### src/rtl/scanline_pingpong_ram.sv
// Double-banked scanline buffer: two fetch write ports fill the back bank while the
// LCD reads the front bank; a swap exchanges banks and a sequencer zeroes the new back bank.
module scanline_pingpong_ram #(
   parameter int unsigned DATA_W = 8,
   parameter int unsigned DEPTH  = 20,
   parameter int unsigned ADDR_W = 5
) (
   input  logic              clk,
   input  logic              rst,
   input  logic              wr_enA,
   input  logic [ADDR_W-1:0] wr_addrA,
   input  logic [DATA_W-1:0] wr_dataA,
   input  logic              wr_enB,
   input  logic [ADDR_W-1:0] wr_addrB,
   input  logic [DATA_W-1:0] wr_dataB,
   input  logic              rd_en,
   input  logic [ADDR_W-1:0] rd_addr,
   output logic [DATA_W-1:0] rd_data,
   output logic              rd_valid,
   input  logic              swap,
   output logic              front_bank,
   output logic              clr_busy,
   output logic              err
);

   localparam logic [ADDR_W-1:0] LAST_IDX = ADDR_W'(DEPTH - 1);

   typedef enum logic [1:0] {INIT, IDLE, CLEAR} state_t;

   state_t            state, stateNext;
   logic [ADDR_W-1:0] clrCnt, clrCntNext;
   logic              frontNext, clrBusyNext, errNext, rdValidNext;
   logic [DATA_W-1:0] rdDataNext;
   logic              wrAOk, wrBOk, clrBank0, clrBank1;
   logic              inRangeA, inRangeB, inRangeRd, isIdle;

   logic [DATA_W-1:0] mem [2][DEPTH];

   assign inRangeA  = 32'(wr_addrA) < DEPTH;
   assign inRangeB  = 32'(wr_addrB) < DEPTH;
   assign inRangeRd = 32'(rd_addr) < DEPTH;
   assign isIdle    = (state == IDLE);

   // Next-state, port acceptance and registered-output next values
   always_comb begin
      stateNext   = state;
      clrCntNext  = clrCnt;
      frontNext   = front_bank;
      wrAOk       = 1'b0;
      wrBOk       = 1'b0;
      clrBank0    = 1'b0;
      clrBank1    = 1'b0;
      rdValidNext = rd_en;
      rdDataNext  = rd_data;

      case (state)
         INIT: begin
            clrBank0 = 1'b1;
            clrBank1 = 1'b1;
            if (clrCnt == LAST_IDX) begin
               stateNext  = IDLE;
               clrCntNext = '0;
            end else begin
               clrCntNext = clrCnt + ADDR_W'(1);
            end
         end
         CLEAR: begin
            clrBank0 = front_bank;
            clrBank1 = ~front_bank;
            if (clrCnt == LAST_IDX) begin
               stateNext  = IDLE;
               clrCntNext = '0;
            end else begin
               clrCntNext = clrCnt + ADDR_W'(1);
            end
         end
         IDLE: begin
            wrAOk = wr_enA & inRangeA;
            wrBOk = wr_enB & inRangeB;
            if (swap) begin
               frontNext  = ~front_bank;
               stateNext  = CLEAR;
               clrCntNext = '0;
            end
         end
         default: begin
            stateNext  = INIT;
            clrCntNext = '0;
         end
      endcase

      errNext = (wr_enA & (~isIdle | ~inRangeA)) |
                (wr_enB & (~isIdle | ~inRangeB)) |
                (swap & ~isIdle) |
                (rd_en & ~inRangeRd);

      // Reads always see the front bank as it stood before this edge
      if (rd_en) begin
         rdDataNext = (inRangeRd && state != INIT) ? mem[front_bank][rd_addr] : '0;
      end

      clrBusyNext = (stateNext != IDLE);
   end

   always_ff @(posedge clk or negedge rst) begin
      if (!rst) begin
         state      <= INIT;
         clrCnt     <= '0;
         front_bank <= 1'b0;
         clr_busy   <= 1'b1;
         err        <= 1'b0;
         rd_data    <= '0;
         rd_valid   <= 1'b0;
      end else begin
         state      <= stateNext;
         clrCnt     <= clrCntNext;
         front_bank <= frontNext;
         clr_busy   <= clrBusyNext;
         err        <= errNext;
         rd_data    <= rdDataNext;
         rd_valid   <= rdValidNext;
      end
   end

   // Storage is not reset; port B is applied last so it wins an address collision
   always_ff @(posedge clk) begin
      if (clrBank0) mem[0][clrCnt] <= '0;
      if (clrBank1) mem[1][clrCnt] <= '0;
      if (wrAOk) mem[~front_bank][wr_addrA] <= wr_dataA;
      if (wrBOk) mem[~front_bank][wr_addrB] <= wr_dataB;
   end

endmodule

### config.mk
export PLATFORM = sky130hd
export DESIGN_NAME = scanline_pingpong_ram
export DESIGN_NICKNAME = d
export VERILOG_FILES = /design/src/rtl/scanline_pingpong_ram.sv
export SDC_FILE = /design/constraint.sdc
export NUM_CORES = 1
export LEC_CHECK = 0
export CORE_MARGIN = 10
export CORE_UTILIZATION = 30
export CTS_BUF_LIST = sky130_fd_sc_hd__clkbuf_16
export DETAILED_ROUTE_END_ITERATION = 8
export GPL_TIMING_DRIVEN = 0
export PLACE_DENSITY_LB_ADDON = 0.2
export SLEW_MARGIN = 20
export SYNTH_ARGS = -nofsm -noshare
export SYNTH_HDL_FRONTEND = slang
export SYNTH_SLANG_ARGS = --single-unit
### constraint.sdc
create_clock -name clk -period 2.9 [get_ports clk]
set_clock_uncertainty 0.05 [all_clocks]
set_input_delay 0.435 -clock clk [delete_from_list [all_inputs] [get_ports clk]]
set_output_delay 0.435 -clock clk [all_outputs]
set_load 0.005 [all_outputs]
==> results of run 1 <==
per-stage QoR:
stage | cell area, µm² | instances | setup slack, ps | util
finish | 20550 | 2325 | 48.95 | 0.3623
global route | 20550 | 2325 | -2.291 | 0.3623
CTS | 20380 | 2321 | -150.4 | 0.3593
detailed placement | 18640 | 2240 | -1023 | 0.3287
global placement | 18550 | 2229 | -1320 | 0.3271
floorplan | 17300 | 1443 | 462.5 | -
worst reg2reg max path, stage by stage (launching register included):
cell      delay (ps)
dfrtp_1          390
buf_6            260
buf_6            280
buf_4            330
clkbuf_2         370
o21bai_1         480
nand2_2          350
synth_stat cells (3+ instances only):
cell / n / area, µm²
a21oi_1: 35 / 175.2
a221o_1: 7 / 70.07
a22oi_1: 33 / 247.7
and2_1: 3 / 18.77
and2b_1: 5 / 37.54
and3_1: 7 / 43.79
buf_1: 3 / 11.26
buf_2: 47 / 235.2
buf_4: 9 / 67.56
clkbuf_1: 47 / 176.4
dfrtp_1: 18 / 450.4
edfxtp_1: 320 / 9609
ha_1: 4 / 50.05
inv_1: 7 / 26.28
mux2_2: 8 / 90.09
mux2i_1: 280 / 2803
mux4_1: 4 / 105.1
mux4_2: 16 / 360.4
nand2_1: 63 / 236.5
nand2b_1: 18 / 112.6
nand3_1: 32 / 160.2
nand4_1: 11 / 68.82
nor2_1: 336 / 1261
nor2b_1: 15 / 93.84
nor3_1: 6 / 30.03
nor3b_1: 4 / 30.03
o21ai_0: 53 / 265.3
o21ai_1: 7 / 35.03
o21bai_1: 8 / 60.06
o21bai_2: 4 / 45.04
o31ai_1: 3 / 22.52
worst max-delay path by stage:
stage	startpoint	endpoint	depth (start not counted)
after floorplan	wr_addrB[3]	mem[1][0]$_SDFFCE_PN0P_	7
after global placement	front_bank$_DFFE_PN0P_	mem[0][52]$_SDFFCE_PN0P_	7
after detailed placement	rd_addr[1]	rd_data[4]$_DFFE_PN0P_	9
after CTS	front_bank$_DFFE_PN0P_	mem[1][20]$_SDFFCE_PN0P_	7
after global routing	front_bank$_DFFE_PN0P_	mem[0][1]$_SDFFCE_PN0P_	6
final	wr_addrA[0]	mem[1][106]$_SDFFCE_PN0P_	5
cell type report:
class,count,area share
flip-flops and latches,339,0.4909
clock buffers,43,0.05237
clock inverters,32,0.008099
well taps,756,0.04604
repair buffers,53,0.02655
inverters,7,0.001279
diodes,1,0.0001218
plain buffers,105,0.02594
multi-input cells,989,0.3487
power by group through the flow:
stage	logic (mW)	clock network (mW)	registers, mW
4_1_cts	4.11	4.90	6.20
2_1_floorplan	2.01	0	6.24
3_5_place_dp	3.71	0	6.31
6_report	4.26	4.87	6.20
5_1_grt	4.44	5.12	6.25
3_3_place_gp	3.62	0	6.31
sequential cells by signal (all words and copies together), names as in the netlist:
name and cells:
mem 320, rd_data 8, clrCnt 5, state 2, clr_busy 1, err 1
front_bank 1, rd_valid 1
logic make-up (layout without fill, tap and decap cells):
family,count (synthesis),after routing,synth area share
AOI/OAI and AO/OA,163,163,0.05958
xor gates and xnor gates,1,1,0.0005063
adders and majority gates,4,4,0.002893
buffers and inverters,115,240,0.03167
DFF,339,339,0.5829
muxes,308,308,0.1941
other,0,1,0
and+or+nand+nor,513,513,0.1284
routing by layer:
metal	GRT usage	wire length, µm	vias up
li1	-	-	5478
met1	0.2551	28090	6381
met2	0.3162	31400	602
met3	0.04271	5630	109
met4	0.06588	2084	2
met5	0	9	-
repair_timing:
item                                    in CTS  in global routing
endpoints found under the setup margin     369                179
buffers inserted                             9                  2
gates cloned                                 0                  0
endpoints found under the hold margin        0                 18
resized for setup                           89                 28
hold buffers                                 0                  1
pin swaps                                    4                  4
==> flow_metrics.py, run 1 <==
metrics = {
    "run_status": {
        "status": "finished clean",
    },
    "cts": {
        "worstSkewPairLatency_ps": 580,
        "cts_root_buf": "clkbuf_16",
        "ctsHtreeMaxLevel": 2,
        "clock_path_buffers": 3,
        "clock_sinks": 339,
        "clkTransAtPathRegs_ps": 60,
        "cts_tree": "built",
        "cts_buffers": 41,
    },
    "layout": {
        "nFillCells": 5580,
        "final_common_cell": "nor2_1",
        "area_growth_pct": 18.75,
        "drive_above_1_share": 0.1543,
        "final_nets": 1577,
        "multi_input_area_um2": 7166,
        "layout_common_cells": "nor2_1 (334), edfxtp_1 (320), mux2i_1 (280)",
        "final-seq-area_um2": 10090,
    },
    "detailed_routing": {
        "wire_per_inst_um": 28.91,
        "drc": 0,
        "wirelength_mm": 67.21,
        "dr.pass1.iters": 5,
        "vias": 12570,
        "drt_iter0_drc": 1401,
        "drtAntennaViolNets": 0,
        "vias_per_cell": 5.407,
    },
    "global_route": {
        "grt_pass1_wl_mm": 93.61,
        "grt_max_degree": 20,
        "grt_pass1_vias": 12540,
        "antenna_found_initial": 2,
        "track_usage": 0.1955,
        "grt-ovfl-total": 0,
    },
    "synthesis": {
        "synth_cells": 1443,
        "synth_area_um2": 17300,
        "syn_avg_cell_area_um2": 11.99,
        "syn_nets": 1484,
        "ys_types": 52,
        "synth_edf_count": 320,
        "yosysWarnings": 0,
        "yosys_register_bits": 339,
        "ys.flop_type": "edfxtp_1",
        "synthArstFlopShare": 0.05605,
        "ys_seq_area_frac": 0.5829,
    },
    "worst_setup_path": {
        "worstPathMaxFanout": 9,
        "reg2reg_from": "front_bank$_DFFE_PN0P_",
        "end_kind": "register",
        "timing.rr.end": "mem[1][33]$_SDFFCE_PN0P_",
        "r2r_slack_ps": 60,
        "rr_worst_depth": 6,
        "slowest_stage": "clkdlybuf4s50_1",
        "critPathMaxStageDelay_ps": 880,
        "crit_buf_inv": 1,
        "arrival_ps": 3060,
        "critPathLaunchType": "primary input",
        "critPathKind": "in -> reg",
        "path_delay_family": "compound AO/OA/AOI/OAI gates",
        "critPathRequiredTime_ps": 3110,
        "crit_chain": "clkdlybuf4s50_1 > nand2b_1 > nor2_1 > o21bai_1 > o21ai_4",
    },
    "power_and_ir_drop": {
        "power.density_nw_per_um2": 746.3,
        "p_sw_mw": 5.243,
        "p_leak_nw": 7.513,
        "pwr-share-comb": 0.278,
        "power_frac_seq": 0.404,
        "p_int_mw": 10.09,
        "peakVddDrop_mv": 0.3604,
        "swShare": 0.3419,
        "power.total_mw": 15.33,
        "pwr-share-clk": 0.318,
    },
    "timing": {
        "hold_ws_ps": 354.6,
        "finalHoldViolCount": 0,
        "slew_violations": 0,
        "min_period_over_period": 0.9831,
        "max_freq_ghz": 0.3507,
        "period_minus_slack_ps": 2851,
        "worst_pin_slew_ps": 1218,
        "timing.setup.tns_ps": 0,
        "max_slew_margin": 0.1877,
        "setup_viol": 0,
    },
    "floorplan": {
        "rows": 87,
        "die_w_um": 260.2,
        "die_y_um": 260.2,
        "num_io_pins": 49,
        "core_area_um2": 56710,
        "start_util": 0.3051,
        "dieArea_um2": 67680,
    },
    "placed_design": {
        "portBuffers": 30,
        "dpl.hpwl_mm": 46.85,
        "globalplace.congestion": 0.9334,
    },
    "job": {
        "max_cap_viol_count": 0,
    },
    "hold_path": {
        "hold_depth": 1,
        "whs_endpoint": "rd_valid$_DFF_PN0_",
        "min_from": "rd_en",
        "hp-class": "in -> reg",
    },
}
(Power assumes the default switching activity.)
==> run 2, diff against run 1 <==
CORE_UTILIZATION = 25   (was 30)
REMOVE_ABC_BUFFERS = 1   (was not set)
clock period = 3.3 ns   (was 2.9 ns; I/O delays follow)
==> flow_metrics.py, run 2 (synthesis gave the netlist of run 1 again) <==
metrics = {
    "detailed_routing": {
        "vias": 11780,
        "wire_per_inst_um": 25.40,
        "drtAntennaViolNets": 0,
        "wirelength_mm": 61.44,
        "drc": 0,
        "dr.pass1.iters": 5,
        "vias_per_cell": 4.871,
        "drt_iter0_drc": 1097,
    },
    "layout": {
        "area_growth_pct": 18.09,
        "layout_common_cells": "nor2_1 (335), edfxtp_1 (320), mux2i_1 (280)",
        "final_nets": 1498,
        "largest_register": "mem",
        "n_antenna_cell": 0,
        "largestRegisters": "mem x320, rd_data x8, clrCnt x5",
        "final_common_cell": "nor2_1",
        "drive_above_1_share": 0.1324,
        "finalInstanceArea_um2": 20430,
        "largest_reg_flops": 320,
    },
    "placed_design": {
        "globalplace.congestion": 0.8269,
        "portBuffers": 48,
        "dpl.hpwl_mm": 41.08,
        "place_area_um2": 18740,
        "pre_cts_ws_ps": -957.7,
    },
    "global_route": {
        "grt_pass1_wl_mm": 87.06,
        "grt_max_degree": 68,
        "grt-ovfl-total": 0,
        "track_usage": 0.1483,
        "antenna_found_initial": 2,
        "grt_pass1_vias": 11930,
    },
    "timing": {
        "slew_violations": 0,
        "period_minus_slack_ps": 3230,
        "timing.final.ws_setup_ps": 69.60,
        "max_freq_ghz": 0.3096,
        "rsz0062_at_grt": "yes",
        "setup_viol": 0,
        "max_slew_margin": 0.2420,
        "worst_pin_slew_ps": 1135,
        "min_period_over_period": 0.9789,
        "finalHoldViolCount": 0,
    },
    "hold_path": {
        "hp-class": "in -> reg",
    },
    "worst_setup_path": {
        "crit_chain": "clkdlybuf4s50_1 > nand2b_1 > nor2_1 > o21ai_1 > o21ai_1 > buf_4",
        "critPathLaunchType": "primary input",
        "end_kind": "register",
        "slowest_stage": "clkdlybuf4s50_1",
        "critPathRequiredTime_ps": 3570,
        "arrival_ps": 3500,
        "crit_buf_inv": 2,
        "critPathKind": "in -> reg",
        "path_delay_family": "buffers and inverters",
        "critPathMaxStageDelay_ps": 940,
        "worstPathMaxFanout": 9,
        "cp_common_cell": "o21ai_1",
    },
    "floorplan": {
        "core_area_um2": 68590,
        "num_io_pins": 49,
        "die_w_um": 283.1,
        "dieArea_um2": 80130,
        "die_y_um": 283.1,
        "start_util": 0.2523,
        "rows": 96,
    },
    "cts": {
        "clock_path_buffers": 3,
        "clkTransAtPathRegs_ps": 60,
        "cts_buffers": 42,
        "cts_tree": "built",
        "cts_root_buf": "clkbuf_16",
        "clock_sinks": 339,
        "ctsHtreeMaxLevel": 2,
        "worstSkewPairLatency_ps": 560,
    },
    "power_and_ir_drop": {
        "p_leak_nw": 7.387,
        "power.density_nw_per_um2": 662.4,
        "peakVddDrop_mv": 0.3214,
    },
    "job": {
        "max_cap_viol_count": 0,
    },
    "run_status": {
        "status": "finished clean",
    },
}
[run 2: cell types whose count changed in the layout (fill, tap and decap cells not counted), sizes merged]
cell	previous run	this run
dlymetal6s2s	0	2
clkdlybuf4s50	29	27
bufinv	1	8
buf	82	48
inv	24	12
clkinv	13	16
clkbuf	89	45
diode	1	0
[run 2: repair_timing]
action / 4_1_cts / 5_1_grt
resized for setup: 28 / 18
hold buffers: 1 / 0
endpoints found under the setup margin: 225 / 174
pin swaps: 1 / 1
hold endpoints to repair: 18 / 0
buffers inserted: 3 / 1
[run 2: through the flow]
stage / instances / util / power [mW] / hold slack, ps / setup TNS, ps
6_report: 2419 / 0.2979 / 13.54 / 308.0 / 0
5_1_grt: 2419 / 0.2979 / 14.02 / 319.8 / -1764
4_1_cts: 2418 / 0.2966 / 13.59 / 288.2 / 0
3_5_place_dp: 2339 / 0.2732 / 8.588 / 471.6 / -209950
3_3_place_gp: 2314 / 0.2687 / 8.517 / 525.3 / -1505240
2_1_floorplan: 1335 / - / 7.093 / 149.4 / -150180
[run 2: final timing paths]
| check | start | to | slack, ps | cells after the start |
|---|---|---|---|---|
| max | wr_addrA[1] | mem[0][115]$_SDFFCE_PN0P_ | 70 | 6 |
| min | wr_dataB[4] | mem[1][36]$_SDFFCE_PN0P_ | 310 | 3 |
| max reg2reg | front_bank$_DFFE_PN0P_ | mem[0][115]$_SDFFCE_PN0P_ | 90 | 6 |
| min reg2reg | clrCnt[1]$_DFFE_PN0P_ | clrCnt[1]$_DFFE_PN0P_ | 560 | 2 |
| max in group asynchronous | rst | front_bank$_DFFE_PN0P_ | 2350 | 2 |
| min in group asynchronous | rst | err$_DFF_PN0_ | 410 | 2 |
[run 2: routing by layer]
layer | vias to the layer above | share of wire | track usage | routed length, µm
li1 | 5318 | - | - | -
met1 | 5974 | 0.47 | 0.2122 | 29100
met2 | 424 | 0.44 | 0.2292 | 27280
met3 | 65 | 0.064 | 0.02617 | 3923
met4 | 2 | 0.018 | 0.03471 | 1126
met5 | - | 0.00011 | 0 | 7
[run 2: area by class of cell]
cell class | instances | area, µm²
sequential | 339 | 10090
tap | 931 | 1165
fill | 6934 | 48150
clock inverter | 30 | 341.6
inverter | 7 | 26.28
clock buffer | 45 | 1126
multi-input combinational | 989 | 6873
timing repair buffer | 78 | 809.5
[run 2: worst reg2reg max path, stage by stage, from the launching register on]
cell and delay, ps:
dfrtp_4 720, buf_12 310, nor2_1 130, nor2_1 390, nand2_1 480, o21ai_1 580, buf_4 260
[run 2: report_power, final]
group          internal, mW  switching (mW)
clock network          3.07            1.86
logic                  1.01            1.98
registers              5.28           0.329
total                  9.37            4.17
==> run 3, diff against run 2 <==
CORE_ASPECT_RATIO = 2   (was not set)
==> flow_metrics.py, run 3 (synthesis gave the netlist of run 1 again) <==
metrics = {
    "detailed_routing": {
        "wire_per_inst_um": 26.33,
        "drc": 0,
        "wirelength_mm": 62.60,
        "dr.pass1.iters": 7,
        "drtAntennaViolNets": 0,
        "vias": 11700,
        "vias_per_cell": 4.923,
        "drt_iter0_drc": 891,
    },
    "layout": {
        "layout_common_cells": "nor2_1 (335), edfxtp_1 (320), mux2i_1 (280)",
        "multi_input_area_um2": 6782,
        "post-route-util": 0.2885,
        "final-seq-area_um2": 10090,
        "area_growth_pct": 14.61,
        "largest_reg_flops": 320,
        "largest_register": "mem",
        "final_common_cell": "nor2_1",
        "n_antenna_cell": 0,
        "nFillCells": 7146,
        "drive_above_1_share": 0.1128,
        "finalInstanceArea_um2": 19830,
        "final_nets": 1496,
        "largestRegisters": "mem x320, rd_data x8, clrCnt x5",
    },
    "cts": {
        "ctsHoldBuffers": 0,
        "worstSkewPairLatency_ps": 550,
        "cts_buffers": 35,
        "clock_sinks": 339,
        "cts_tree": "built",
        "clkTransAtPathRegs_ps": 70,
        "cts_root_buf": "clkbuf_16",
        "clock_path_buffers": 3,
        "ctsHtreeMaxLevel": 2,
    },
    "timing": {
        "worst_pin_slew_ps": 1136,
        "setup_viol": 0,
        "max_slew_margin": 0.2368,
        "timing.final.ws_setup_ps": 74.04,
        "finalHoldViolCount": 0,
        "period_minus_slack_ps": 3226,
        "hold_ws_ps": 437.6,
        "max_freq_ghz": 0.3100,
        "slew_violations": 0,
        "min_period_over_period": 0.9776,
        "rsz0062_at_grt": "yes",
    },
    "worst_setup_path": {
        "critPathKind": "reg -> reg",
        "critPathLaunchType": "register",
        "critPathRequiredTime_ps": 3690,
        "worstPathMaxFanout": 59,
        "r2r_slack_ps": 70,
        "end_kind": "register",
        "arrival_ps": 3620,
    },
    "global_route": {
        "grt_max_degree": 66,
        "grt_pass1_wl_mm": 88.60,
        "antenna_found_initial": 0,
        "grt-ovfl-total": 0,
        "grt_pass1_vias": 12360,
        "track_usage": 0.1538,
    },
    "hold_path": {
        "hp-class": "in -> async",
    },
    "placed_design": {
        "pre_cts_ws_ps": -762.6,
        "dpl.hpwl_mm": 44.15,
        "portBuffers": 48,
        "place_area_um2": 18660,
        "globalplace.congestion": 0.8338,
    },
    "power_and_ir_drop": {
        "power.density_nw_per_um2": 628.2,
        "p_leak_nw": 7.134,
        "peakVddDrop_mv": 0.2766,
    },
    "job": {
        "max_cap_viol_count": 0,
    },
    "floorplan": {
        "num_io_pins": 49,
        "rows": 136,
        "die_w_um": 206.0,
        "core_area_um2": 68750,
        "start_util": 0.2517,
        "dieArea_um2": 80770,
        "die_y_um": 392.1,
    },
    "run_status": {
        "status": "finished clean",
    },
}
run 3: changes by cell type in the layout (fill, tap and decap cells not counted), sizes merged:
cell,before,now
dlygate4sd3,1,0
clkbuf,45,37
clkinv,16,14
bufinv,8,1
buf,48,53
dlymetal6s2s,2,0
inv,12,15
clkinvlp,1,2
clkdlybuf4s50,27,30
run 3: final cells by class:
cell class / instances / share of cell area
Timing Repair Buffer: 83 / 0.03685
Multi-Input combinational cell: 989 / 0.3420
Inverter: 7 / 0.001325
Sequential cell: 339 / 0.5088
Clock buffer: 37 / 0.04669
Clock inverter: 25 / 0.007823
Tap cell: 897 / 0.05659
run 3: what timing repair did:
| item | 4_1_cts | 5_1_grt |
|---|---|---|
| endpoints found under the setup margin | 126 | 79 |
| buffers inserted | 1 | 1 |
| pin swaps | 1 | 0 |
| gates resized for setup | 14 | 8 |
run 3: path summary, 6_finish.rpt:
kind / from / depth (start not counted) / end
min in group clk: clrCnt[1]$_DFFE_PN0P_ / 2 / clrCnt[1]$_DFFE_PN0P_
min: rst / 1 / rd_data[2]$_DFFE_PN0P_
max in group asynchronous: rst / 1 / front_bank$_DFFE_PN0P_
max reg2reg: front_bank$_DFFE_PN0P_ / 4 / rd_data[5]$_DFFE_PN0P_
min reg2reg: clrCnt[1]$_DFFE_PN0P_ / 2 / clrCnt[1]$_DFFE_PN0P_
max: front_bank$_DFFE_PN0P_ / 4 / rd_data[5]$_DFFE_PN0P_
run 3: critical path: stages, from the launching register on:
cell and delay, ps:
dfrtp_4 930, and2b_2 550, a221oi_1 930, o21ai_0 250, o41ai_1 350
run 3: report_power, final:
group          internal [mW]  switching (mW)  total [mW]  leakage [nW]
Clock                   2.12            1.80        3.92         0.551
Combinational           1.01            1.91        2.92          3.33
Sequential              5.27           0.342        5.61          3.25
run 3: per-layer routing:
| layer | vias to the layer above | wire length, µm | GRT usage |
|---|---|---|---|
| li1 | 5289 | - | - |
| met1 | 5967 | 21220 | 0.1500 |
| met2 | 347 | 36030 | 0.3056 |
| met3 | 97 | 2560 | 0.02073 |
| met4 | 2 | 2700 | 0.07045 |
| met5 | - | 79 | 0.007385 |
run 3: metrics by stage:
stage               total power [mW]  setup TNS, ps  std cells
CTS                            12.56         -348.3       2376
finish                         12.46              0       2377
detailed placement             8.626        -149900       2313
global route                   12.90         -50.89       2377
floorplan                      7.093        -150180       1335
global placement               8.522       -1455340       2280
